**config.mk**
```make
export PLATFORM = sky130hd
export DESIGN_NAME = pcm_capture_fifo_flat
export DESIGN_NICKNAME = d
export VERILOG_FILES = /design/src/rtl/pcm_capture_fifo_if.sv /design/src/rtl/pcm_capture_fifo.sv /design/src/flat_wrapper.sv
export SDC_FILE = /design/constraint.sdc
export NUM_CORES = 1
export LEC_CHECK = 0
export ABC_AREA = 1
export CAP_MARGIN = 20
export CORE_MARGIN = 2
export CORE_UTILIZATION = 50
export CTS_CLUSTER_DIAMETER = 50
export CTS_CLUSTER_SIZE = 8
export DETAILED_ROUTE_END_ITERATION = 6
export PLACE_DENSITY = 0.66
export SLEW_MARGIN = 20
export SYNTH_ARGS = -nofsm -noshare
export SYNTH_HDL_FRONTEND = slang
export SYNTH_SLANG_ARGS = --single-unit
```
**constraint.sdc**
```tcl
create_clock -name clk -period 5.9 [get_ports clk]
set_input_delay 1.77 -clock clk [delete_from_list [all_inputs] [get_ports clk]]
set_output_delay 1.77 -clock clk [all_outputs]
set_load 0.02 [all_outputs]
```
**src/rtl/pcm_capture_fifo_if.sv**
```systemverilog
// Capture-path stream bundle: mixer sample strobe in, FWFT readout stream out.
// The master modport is the capture block and the slave modport is the mixer/readout side.
interface pcm_capture_fifo_if #(
  parameter int SAMPLE_W = 8
);
  logic                in_valid;
  logic [SAMPLE_W-1:0] in_data;
  logic                out_valid;
  logic [SAMPLE_W-1:0] out_data;
  logic                out_ready;

  modport master (
    input  in_valid, in_data, out_ready,
    output out_valid, out_data
  );

  modport slave (
    output in_valid, in_data, out_ready,
    input  out_valid, out_data
  );
endinterface

```
**src/rtl/pcm_capture_fifo.sv**
```systemverilog
// Mixer PCM capture: block-average 2^k strobed samples into a FWFT FIFO with drop accounting.
// Optional peak tracker is enabled by defining PCM_CAPTURE_PEAK_EN.
module pcm_capture_fifo #(
  parameter int SAMPLE_W       = 8,
  parameter int MAX_DECIM_LOG2 = 4,
  parameter int DEPTH          = 16,
  parameter int DROP_W         = 8
) (
  input  logic                     clk,
  input  logic                     rst,
  input  logic                     enable,
  input  logic [2:0]               dec_log2,
  output logic [$clog2(DEPTH):0]   level,
  output logic                     overflow,
  output logic [DROP_W-1:0]        drop_cnt,
  input  logic                     clr_ovf,
  output logic [SAMPLE_W-1:0]      peak,
  input  logic                     peak_clr,
  pcm_capture_fifo_if.master       bus
);
  localparam int AW = SAMPLE_W + MAX_DECIM_LOG2;
  localparam int CW = MAX_DECIM_LOG2 + 1;
  localparam int PW = $clog2(DEPTH);
  localparam logic [2:0] KMAX = 3'(MAX_DECIM_LOG2);

  logic [AW-1:0]       acc, sum;
  logic [CW-1:0]       cnt, cnt_next;
  logic [2:0]          k_lat, k_in, k_cur;
  logic                take, done;
  logic [SAMPLE_W-1:0] res, res_d;
  logic                push_req;

  // k applies from the first sample of a block; mid-block changes wait for the next one
  always_comb begin
    k_in     = (dec_log2 > KMAX) ? KMAX : dec_log2;
    k_cur    = (cnt == '0) ? k_in : k_lat;
    take     = bus.in_valid & enable;
    cnt_next = cnt + CW'(1);
    done     = take && (cnt_next == (CW'(1) << k_cur));
    sum      = acc + AW'(bus.in_data);
    res_d    = SAMPLE_W'(sum >> k_cur);
  end

  always_ff @(posedge clk or posedge rst) begin
    if (rst) begin
      acc      <= '0;
      cnt      <= '0;
      k_lat    <= '0;
      res      <= '0;
      push_req <= 1'b0;
    end else begin
      push_req <= done;
      if (done) res <= res_d;
      if (!enable || done) begin
        acc <= '0;
        cnt <= '0;
      end else if (take) begin
        acc <= sum;
        cnt <= cnt_next;
        if (cnt == '0) k_lat <= k_in;
      end
    end
  end

  logic [SAMPLE_W-1:0] mem [DEPTH];
  logic [PW:0]         wr_ptr, rd_ptr;
  logic                full, pop, push, drop;

  assign level         = wr_ptr - rd_ptr;
  assign full          = (level == (PW+1)'(DEPTH));
  assign bus.out_valid = (level != '0);
  assign bus.out_data  = bus.out_valid ? mem[rd_ptr[PW-1:0]] : '0;
  assign pop           = bus.out_valid & bus.out_ready;
  // At full, a same-cycle pop frees the slot the write lands in
  assign push          = push_req & (~full | pop);
  assign drop          = push_req & full & ~pop;

  always_ff @(posedge clk) begin
    if (push) mem[wr_ptr[PW-1:0]] <= res;
  end

  always_ff @(posedge clk or posedge rst) begin
    if (rst) begin
      wr_ptr <= '0;
      rd_ptr <= '0;
    end else begin
      if (push) wr_ptr <= wr_ptr + 1'b1;
      if (pop)  rd_ptr <= rd_ptr + 1'b1;
    end
  end

  // Clear takes priority, then a same-cycle drop is recorded on top of it
  always_ff @(posedge clk or posedge rst) begin
    if (rst) begin
      overflow <= 1'b0;
      drop_cnt <= '0;
    end else if (clr_ovf) begin
      overflow <= drop;
      drop_cnt <= drop ? DROP_W'(1) : '0;
    end else if (drop) begin
      overflow <= 1'b1;
      if (drop_cnt != '1) drop_cnt <= drop_cnt + 1'b1;
    end
  end

`ifdef PCM_CAPTURE_PEAK_EN
  always_ff @(posedge clk or posedge rst) begin
    if (rst) begin
      peak <= '0;
    end else if (peak_clr) begin
      peak <= take ? bus.in_data : '0;
    end else if (take && (bus.in_data > peak)) begin
      peak <= bus.in_data;
    end
  end
`else
  logic peak_clr_unused;
  assign peak_clr_unused = peak_clr;
  assign peak            = '0;
`endif

endmodule

```
**src/flat_wrapper.sv**
```systemverilog
// flat-port wrapper written by rule: the top's interface ports become plain ports
module pcm_capture_fifo_flat 
#(
  parameter int SAMPLE_W       = 8,
  parameter int MAX_DECIM_LOG2 = 4,
  parameter int DEPTH          = 16,
  parameter int DROP_W         = 8
)
  (clk, rst, enable, dec_log2, level, overflow, drop_cnt, clr_ovf, peak, peak_clr, bus_in_valid, bus_in_data, bus_out_ready, bus_out_valid, bus_out_data);
  pcm_capture_fifo_if #(.SAMPLE_W(SAMPLE_W)) bus_i ();
  input  logic clk;
  input  logic rst;
  input  logic enable;
  input  logic [2:0] dec_log2;
  output logic [$clog2(DEPTH):0] level;
  output logic overflow;
  output logic [DROP_W-1:0] drop_cnt;
  input  logic clr_ovf;
  output logic [SAMPLE_W-1:0] peak;
  input  logic peak_clr;
  input wire logic [$bits(bus_i.in_valid)-1:0] bus_in_valid;
  input wire logic [$bits(bus_i.in_data)-1:0] bus_in_data;
  input wire logic [$bits(bus_i.out_ready)-1:0] bus_out_ready;
  output wire logic [$bits(bus_i.out_valid)-1:0] bus_out_valid;
  output wire logic [$bits(bus_i.out_data)-1:0] bus_out_data;
  assign bus_i.in_valid = bus_in_valid;
  assign bus_i.in_data = bus_in_data;
  assign bus_i.out_ready = bus_out_ready;
  assign bus_out_valid = bus_i.out_valid;
  assign bus_out_data = bus_i.out_data;
  pcm_capture_fifo #(.SAMPLE_W(SAMPLE_W), .MAX_DECIM_LOG2(MAX_DECIM_LOG2), .DEPTH(DEPTH), .DROP_W(DROP_W)) u_core (.clk(clk), .rst(rst), .enable(enable), .dec_log2(dec_log2), .level(level), .overflow(overflow), .drop_cnt(drop_cnt), .clr_ovf(clr_ovf), .peak(peak), .peak_clr(peak_clr), .bus(bus_i));
endmodule
```
==> reports/summary.md, run 1 <==
Standard cell with the maximum stage delay on the critical path: clkdlybuf4s50_1. The async set-or-reset flop fraction in the synthesized netlist was 0.273. Traced cell by cell, the critical path runs through inv_1 > ha_1 > a21oi_1 > nand2_1 > xor2_1 > nor2_1 > nand2_1 > nor2_2 > a211oi_1 > clkdlybuf4s50_1. For the share of power burned in combinational logic, the log shows 0.386. By count the netlist is led by nand2_1 (275), edfxtp_1 (128), nand3_1 (97), a21oi_1 (61), inv_1 (53). The die is 137 um wide.

STA classifies the critical path endpoint as an output port. The synthesis-to-finish area growth works out to 12.6%. During placement, the flow inserted port buffers numbering 39. The logs give 0 for the number of buffers inserted for hold repair after clock tree synthesis and 1.80 mW for the switching component of the power. Among all cell types in the netlist, the one instantiated most often is nand2_1. The fraction of post-synthesis cell area in the top cell type by area came out at 0.438.

The tools report the number of hold violations in the final report as 0. STA classifies the critical path startpoint as a flip-flop. The number of enable flip-flop cells after synthesis is 128. The worst hold path passes through 2 cells.

The cell area that synthesis handed to floorplanning was 0.00878 sq mm. For the total via count in the routed design, the log shows 6402. In this run the deepest clock path goes through 2 buffers. The standard cell core area came out at 0.0172 sq mm. The sequential element share of the synthesized area was 0.575.

The average instance in the mapped netlist occupies 9.69 sq um. The number of antenna diodes in the final layout is 0. In this run the remaining antenna-violating nets after routing total 0.

The tree is rooted in a clkbuf_16. The proportion of layout cells with a drive suffix above 1 came out at 0.0726. The number of top-level design ports came out at 49. The startpoint identified for the worst hold timing path is u_core.k_lat[0]. For this design, the sink count on the clock tree is 176.

The tools report the launch point of the worst reg-to-reg path as u_core.rd_ptr[2]. The endpoint of the worst hold-timing path was u_core.k_lat[0]. The power density over the cells was 460 mW/mm^2. The initial antenna violation count was 0. Setup violations remaining at the end of the flow were counted as 0. The cell type contributing the most total cell area after synthesis was edfxtp_1. For the worst setup path, the data required time is 4.13 ns. Summed over all failing endpoints, the final setup total negative slack is 0 ns. The routed design has 19400 um of wire. The net total in the final layout is 977, and the overall die height is 137 um. The remaining global-route overflow is 0, and the number of buffers inserted during clock tree synthesis is 17.

The tools report the endpoint of the worst-slack reg-to-reg timing path as u_core.mem[4][1]. The remaining routing DRC violations was 0; the wire length per cell was 16.5 um. Summing internal, switching and leakage power gives 4.55 mW. For the count of cells resized by post-cts repair, the log shows 0. Most used flip-flop cell after synthesis: edfxtp_1. The switching share of total power came out at 0.394. The detailed-route vias per instance is 5.45. The first-pass detailed-route iteration total was 5; the combined global-route utilization of all metal layers was 0.221. The share of the cycle needed by the critical path after routing is 0.876, and the minimum setup slack among reg-to-reg paths is 2.29 ns.

The count of mapped cells out of synthesis was 906. Clock-pin slew was measured on the worst setup and hold paths at 0.06 ns. The post-synthesis sequential element count came out at 176. Across the routed clock network, the largest skew measured is 0.00931 ns. The tightest hold path in the finished design has a slack of 0.480 ns.

The tools report the cell-internal power as 2.76 mW. Across the run, the number of max-cap violations was 0. The share of power burned in registers was 0.373; the effective utilization at floorplan was 0.509.

The slew at the pin closest to its max-slew limit is 0.974 ns. Setup repair after global routing left no endpoint under its margin. The highest cell delay on the worst timing path was 0.58 ns; the H-tree level count was 4. Synthesis instantiated 35 different standard cells from the library. Entering global routing, the biggest net connects 67 pins. During synthesis, Yosys emitted a total of 0 warnings. The worst setup path is of the reg2out kind. The clock reaches the later pin of the worst-skew pair after 0.43 ns. The worst path in the final design needs a cycle of 5.17 ns, including I/O delays and setup. After clock tree synthesis, the setup repair step added 0 buffers.

Along the worst path, the maximum fanout reaches 18. For the number of max-slew violations in the final report, the log shows 0. For the clock power share, the log shows 0.241. The run finished with clean final reports.

The most common cell type on the critical path was nand2_1. Data arrives at the worst endpoint at 3.40 ns. The path type of the worst min-delay path is reg2reg. The number of cell instances on the worst register-to-register path is 11. The tools report the leakage dissipation as 4.10 nW. The run gives 0.839 as the routability congestion estimate.

Yosys attributes the largest share of cell area to edfxtp_1 (44%), dfrtp_1 (14%), nand2_1 (12%), nand3_1 (5.5%), a21oi_1 (3.5%). The relative max-transition margin is 0.351, and the starting DRC count in detailed routing is 525. The number of global-route vias before repair came out at 5978.

IR analysis of the VDD net gives a maximum drop of 432 uV. The logs give 31100 um for the wire length of the first global-routing pass and 12400 um for the half-perimeter wire length after detailed placement. The die covers 0.0186 sq mm.

TritonCTS built the clock tree. Static timing analysis puts the maximum clock frequency at 0.193 GHz. The count of standard-cell rows was 48.

The filler cells instantiated in the layout total 1512.
-- layout make-up --
class,count,area (sq um),area share
Clock inverter,14,144,0.0146
Multi-Input combinational cell,637,3320,0.336
Tap cell,225,282,0.0285
Inverter,58,219,0.0221
Timing Repair Buffer,47,450,0.0456
Clock buffer,18,429,0.0434
Sequential cell,176,5050,0.510
-- registers in the layout, indices dropped and copies added, names as in the netlist --
register / cells
u_core.push_req: 1
u_core.mem: 128
u_core.drop_cnt: 8
u_core.wr_ptr: 5
u_core.cnt: 5
u_core.k_lat: 3
u_core.acc: 12
u_core.res: 8
u_core.rd_ptr: 5
u_core.overflow: 1
-- power groups by stage --
stage	Sequential [mW]	Combinational, mW	Clock, mW
2_1_floorplan	1.64	1.17	0
3_3_place_gp	1.72	1.73	0
3_5_place_dp	1.72	1.75	0
4_1_cts	1.70	1.76	1.11
5_1_grt	1.72	1.94	1.16
6_report	1.70	1.76	1.10
-- placed cells by master, fill, tap and decap left out, types with 4 or more instances in the layout --
cell type        count
a21oi_1             61
o21ai_0             30
nand2_1            275
nand3_1             97
inv_1               52
edfxtp_1           128
nand2_4              4
inv_6                7
xor2_1              19
a22oi_1             16
dfrtp_1             47
clkdlybuf4s50_1     39
xnor2_1              4
buf_4                8
nor2_1              39
nand3b_1             8
ha_1                20
nand4_1              6
conb_1               8
a32o_1              11
a211oi_1             8
nand3_2             13
clkbuf_16           17
nor3_1               4
-- metal layers --
layer  GRT usage  share of wire  wire length [um]
met1       0.307           0.46              8900
met2       0.346           0.46              9010
met3      0.0467          0.060              1160
met4      0.0723          0.016               316
met5           0              0                 0
-- through the flow --
stage | instance area (sq um) | util | std cells | setup slack (ns)
2_1_floorplan | 8810 | - | 913 | 1.53
5_1_grt | 9890 | 0.574 | 1175 | 0.456
3_3_place_gp | 9310 | 0.540 | 1143 | 1.26
6_report | 9890 | 0.574 | 1175 | 0.729
3_5_place_dp | 9310 | 0.540 | 1143 | 1.22
4_1_cts | 9880 | 0.573 | 1175 | 0.735
-- worst max-delay path by stage --
stage	from	end	slack [ns]	cells after the start
after floorplan	u_core.rd_ptr[2]	bus_out_data[0]	1.53	10
after global placement	u_core.rd_ptr[2]	bus_out_data[5]	1.26	10
after detailed placement	u_core.rd_ptr[2]	bus_out_data[5]	1.22	10
after CTS	u_core.rd_ptr[2]	bus_out_data[5]	0.73	10
after global routing	u_core.rd_ptr[2]	bus_out_data[3]	0.46	10
final	u_core.rd_ptr[2]	bus_out_data[1]	0.73	10
-- cell families (layout without fill, tap and decap cells) --
family          Yosys count  after routing  share of synthesized area
simple gates            457            457                      0.232
flops                   176            176                      0.575
other cells               1              8                   0.000427
buf+inv                 100            137                     0.0507
compound gates          127            127                     0.0859
xor+xnor                 23             23                     0.0229
fa+ha+maj                22             22                     0.0331
-- worst max-delay path: cells and delay by family (launching register included) --
kind | cells | cell delay (ns)
adders and majority gates | 1 | 0.36
DFF | 1 | 0.42
buffers and inverters | 2 | 0.97
xor gates and xnor gates | 1 | 0.16
AOI/OAI and AO/OA | 2 | 0.32
and+or+nand+nor | 4 | 0.73
Note: power is estimated with default switching activity, not from simulation.
==> inputs of run 2 (changes only) <==
--- a/config.mk
+++ b/config.mk
@@ -11,2 +11,3 @@
 export CORE_UTILIZATION = 50
+export CTS_BUF_LIST = sky130_fd_sc_hd__clkbuf_8
 export CTS_CLUSTER_DIAMETER = 50
--- a/constraint.sdc
+++ b/constraint.sdc
@@ -3,2 +3,2 @@
 set_output_delay 1.77 -clock clk [all_outputs]
-set_load 0.02 [all_outputs]
+set_load 0.1 [all_outputs]
==> reports/summary.md, run 2 (synthesis gave the netlist of run 1 again) <==
The power density over the cells was 519 mW/mm^2 (+13%). The flow ran to the end, and the final reports show no timing, DRC or antenna violations. The tools report the total area of multi-input combinational cells as 0.00338 sq mm (+1.8%). The run gives 4 (unchanged) as the H-tree level count. Leakage dissipation: 4.03 nW (-1.7%). The path type of the worst min-delay path was reg2reg. The number of buffers inserted during clock tree synthesis was 17 (unchanged). The worst setup path is launched from a flip-flop.

The tools report the required time at the worst-slack endpoint as 4.13 ns (about the same). The endpoint arrival time on the critical path was 3.43 ns (+0.03 ns); the maximum achievable frequency was 0.192 GHz (-0.56%). The largest fanout on the critical path came out at 18 (unchanged). The half-perimeter wire length after detailed placement is 12600 um (+0.96%), and the worst path setup slack after routing is 0.700 ns (-0.0293 ns).

Traced cell by cell, the critical path runs through inv_1 > ha_1 > a21oi_1 > nand2_1 > xor2_2 > nor2_1 > nand2_1 > nor2_2 > a211oi_2 > buf_4. The logs give 0 (unchanged) for the remaining global-route overflow and 2.48 mW (-10%) for the cell-internal power. For the final sum of negative setup slack, the log shows 0 ns (unchanged). The run gives 0.336 (-0.0146) as the relative max-transition margin. Capture point of the critical path: bus_out_data[0].

The run gives 0 (unchanged) as the initial antenna violation count. The logs give 0 (unchanged) for the number of max-slew violations in the final report and 0.832 (-0.91%) for the routability congestion estimate. The detailed-route vias per instance was 5.45 (about the same); the switching share of total power was 0.507 (+0.113). Worst-case clock skew: 0.0150 ns (+0.00566 ns). The tools report the number of top-level design ports as 49 (unchanged).

First-pass detailed-route iteration total: 5 (unchanged). The slowest stage of the critical path is the nor2_2 cell. The most common cell type on the critical path is nand2_1. The share of power burned in combinational logic is 0.514 (+0.128), and the highest cell delay on the worst timing path is 0.63 ns (+0.05 ns). The slew at the pin closest to its max-slew limit works out to 0.993 ns (+0.0187 ns). The tools report the launch point of the worst reg-to-reg path as u_core.rd_ptr[2]. The run gives 0 (unchanged) as the total inserted antenna cells.

Leaving out fill and tap cells, the most frequent cell in the layout is nand2_1. Final hold slack: 0.485 ns (+0.00521 ns). The switching component of the power was 2.56 mW (+42%). The run gives 0.45 ns (+0.02 ns) as the insertion delay of the later-clocked pin in the worst-skew pair. Starting DRC count in detailed routing: 376 (-28%).

The die width came out at 137 um (unchanged). TritonCTS built the clock tree. The number of hold violations in the final report came out at 0 (unchanged). The tools report the minimum setup slack among reg-to-reg paths as 2.14 ns (-0.15 ns).

Root buffer cell: clkbuf_8. For the count of buffers added by post-CTS timing repair for setup, the log shows 0 (unchanged). The cell depth of the worst min-delay path is 2 (unchanged). The wire length per cell is 16.5 um (about the same), and the pin count of the biggest net entering global routing is 68 (+1.5%). The run gives 2 (unchanged) as the deepest clock path buffer count. The critical path is of the reg2out type. Remaining routing DRC violations: 0 (unchanged). The number of cell instances on the worst register-to-register path was 11 (unchanged).

Clock power share: 0.150 (-0.091). The tools report the launching instance or port of the critical path as u_core.rd_ptr[2]. The area growth from synthesis to layout is 10.5%.

Setup repair after global routing left no endpoint under its margin. The tools report the standard cell core area as 0.0172 sq mm (unchanged). The tools report the critical path endpoint category as an output port.

The logs give 19400 um (about the same) for the aggregate routed wire length and 0 (unchanged) for the max-capacitance violation count. The share of the cycle needed by the critical path after routing came out at 0.881 (+0.00496). The proportion of layout cells with a drive suffix above 1 was 0.0937 (+0.0211). The net total in the final layout was 978 (+0.10%).

The count of standard-cell rows is 48 (unchanged). The worst register-to-register path ends at u_core.mem[0][3]. The overall die height is 137 um (unchanged). The count of endpoints failing setup in the final report was 0 (unchanged); the wire length of the first global-routing pass was 30800 um (-0.98%). The total of fill cells in the finished design is 1516 (+0.26%). Residual antenna-violating net count after detailed routing: 0 (unchanged). The logs give 0.336 (-0.037) for the share of power burned in registers and 0.00505 sq mm (unchanged) for the sequential standard cell area.

Die area: 0.0186 sq mm (unchanged). The shortest clock period the worst path allows after layout was 5.20 ns (+0.0293 ns). Number of global-route vias before repair: 5911 (-1.1%). For the effective utilization at floorplan, the log shows 0.509 (unchanged). In the layout the commonest cells are nand2_1 (275), edfxtp_1 (128), nand3_1 (97). The combined global-route utilization of all metal layers was 0.218 (-0.00253); the number of clock sinks seen by CTS was 176 (unchanged). The worst slack at placement came out at 1.19 ns (-0.0392 ns).

The number of input and output port buffers inserted was 39 (unchanged); the total via count in the routed design was 6398 (-0.062%). The flip-flop count of the largest register after layout was 128 (unchanged); the count of cells resized by post-cts repair was 0 (unchanged). The run gives 0 (unchanged) as the number of buffers inserted for hold repair after clock tree synthesis. The register clock-pin slew on the reported worst setup and hold paths was 0.09 ns (+0.03 ns); the maximum vdd ir drop was 1200 uV (+180%).

The run gives 5.04 mW (+11%) as the total power.
[run 2: changes by cell type in the layout (fill, tap and decap cells not counted), sizes merged]
cell / previous run / this run
inv: 62 / 59
clkinv: 7 / 10
clkdlybuf4s50: 39 / 26
buf: 8 / 22
clkbuf: 18 / 17
[run 2: final cells by class]
cell class / count / area share
sequential: 176 / 0.520
clock buffer: 17 / 0.0241
clock inverter: 14 / 0.0120
tap: 225 / 0.0290
timing repair buffer: 48 / 0.0439
multi-input combinational: 637 / 0.348
inverter: 58 / 0.0226
[run 2: routing by layer]
layer,GRT usage,up-vias,wire [um]
met5,0,-,0
met4,0.0660,0,261
met3,0.0367,19,1090
met2,0.350,187,9190
met1,0.306,3036,8850
li1,-,3156,-
[run 2: stage by stage]
stage | util | area [sq um] | instances
floorplan | - | 8870 | 913
global placement | 0.542 | 9350 | 1144
detailed placement | 0.542 | 9350 | 1144
CTS | 0.563 | 9700 | 1175
global route | 0.563 | 9700 | 1175
finish | 0.563 | 9700 | 1175
[run 2: worst max-delay path: cells and delay by family, from the launching register on]
| kind | cells | cell delay, ns |
|---|---|---|
| AND/OR/NAND/NOR | 4 | 0.91 |
| XOR/XNOR | 1 | 0.16 |
| adder cells (fa/ha/maj) | 1 | 0.41 |
| buffers and inverters | 2 | 0.79 |
| flip-flops | 1 | 0.42 |
| AO/OA/AOI/OAI | 2 | 0.28 |
[run 2: worst min path at each step]
stage / start / to
detailed placement: u_core.k_lat[0] / u_core.k_lat[0]
global route: u_core.wr_ptr[4] / u_core.wr_ptr[4]
global placement: u_core.k_lat[0] / u_core.k_lat[0]
finish: u_core.k_lat[0] / u_core.k_lat[0]
CTS: u_core.k_lat[0] / u_core.k_lat[0]
floorplan: u_core.k_lat[0] / u_core.k_lat[0]
[run 2: power by group through the flow]
stage / Sequential (mW) / Clock (mW) / Combinational, mW
2_1_floorplan: 1.64 / 0 / 2.07
3_3_place_gp: 1.72 / 0 / 2.58
3_5_place_dp: 1.72 / 0 / 2.59
4_1_cts: 1.69 / 0.767 / 2.60
5_1_grt: 1.71 / 0.812 / 2.77
6_report: 1.69 / 0.756 / 2.59
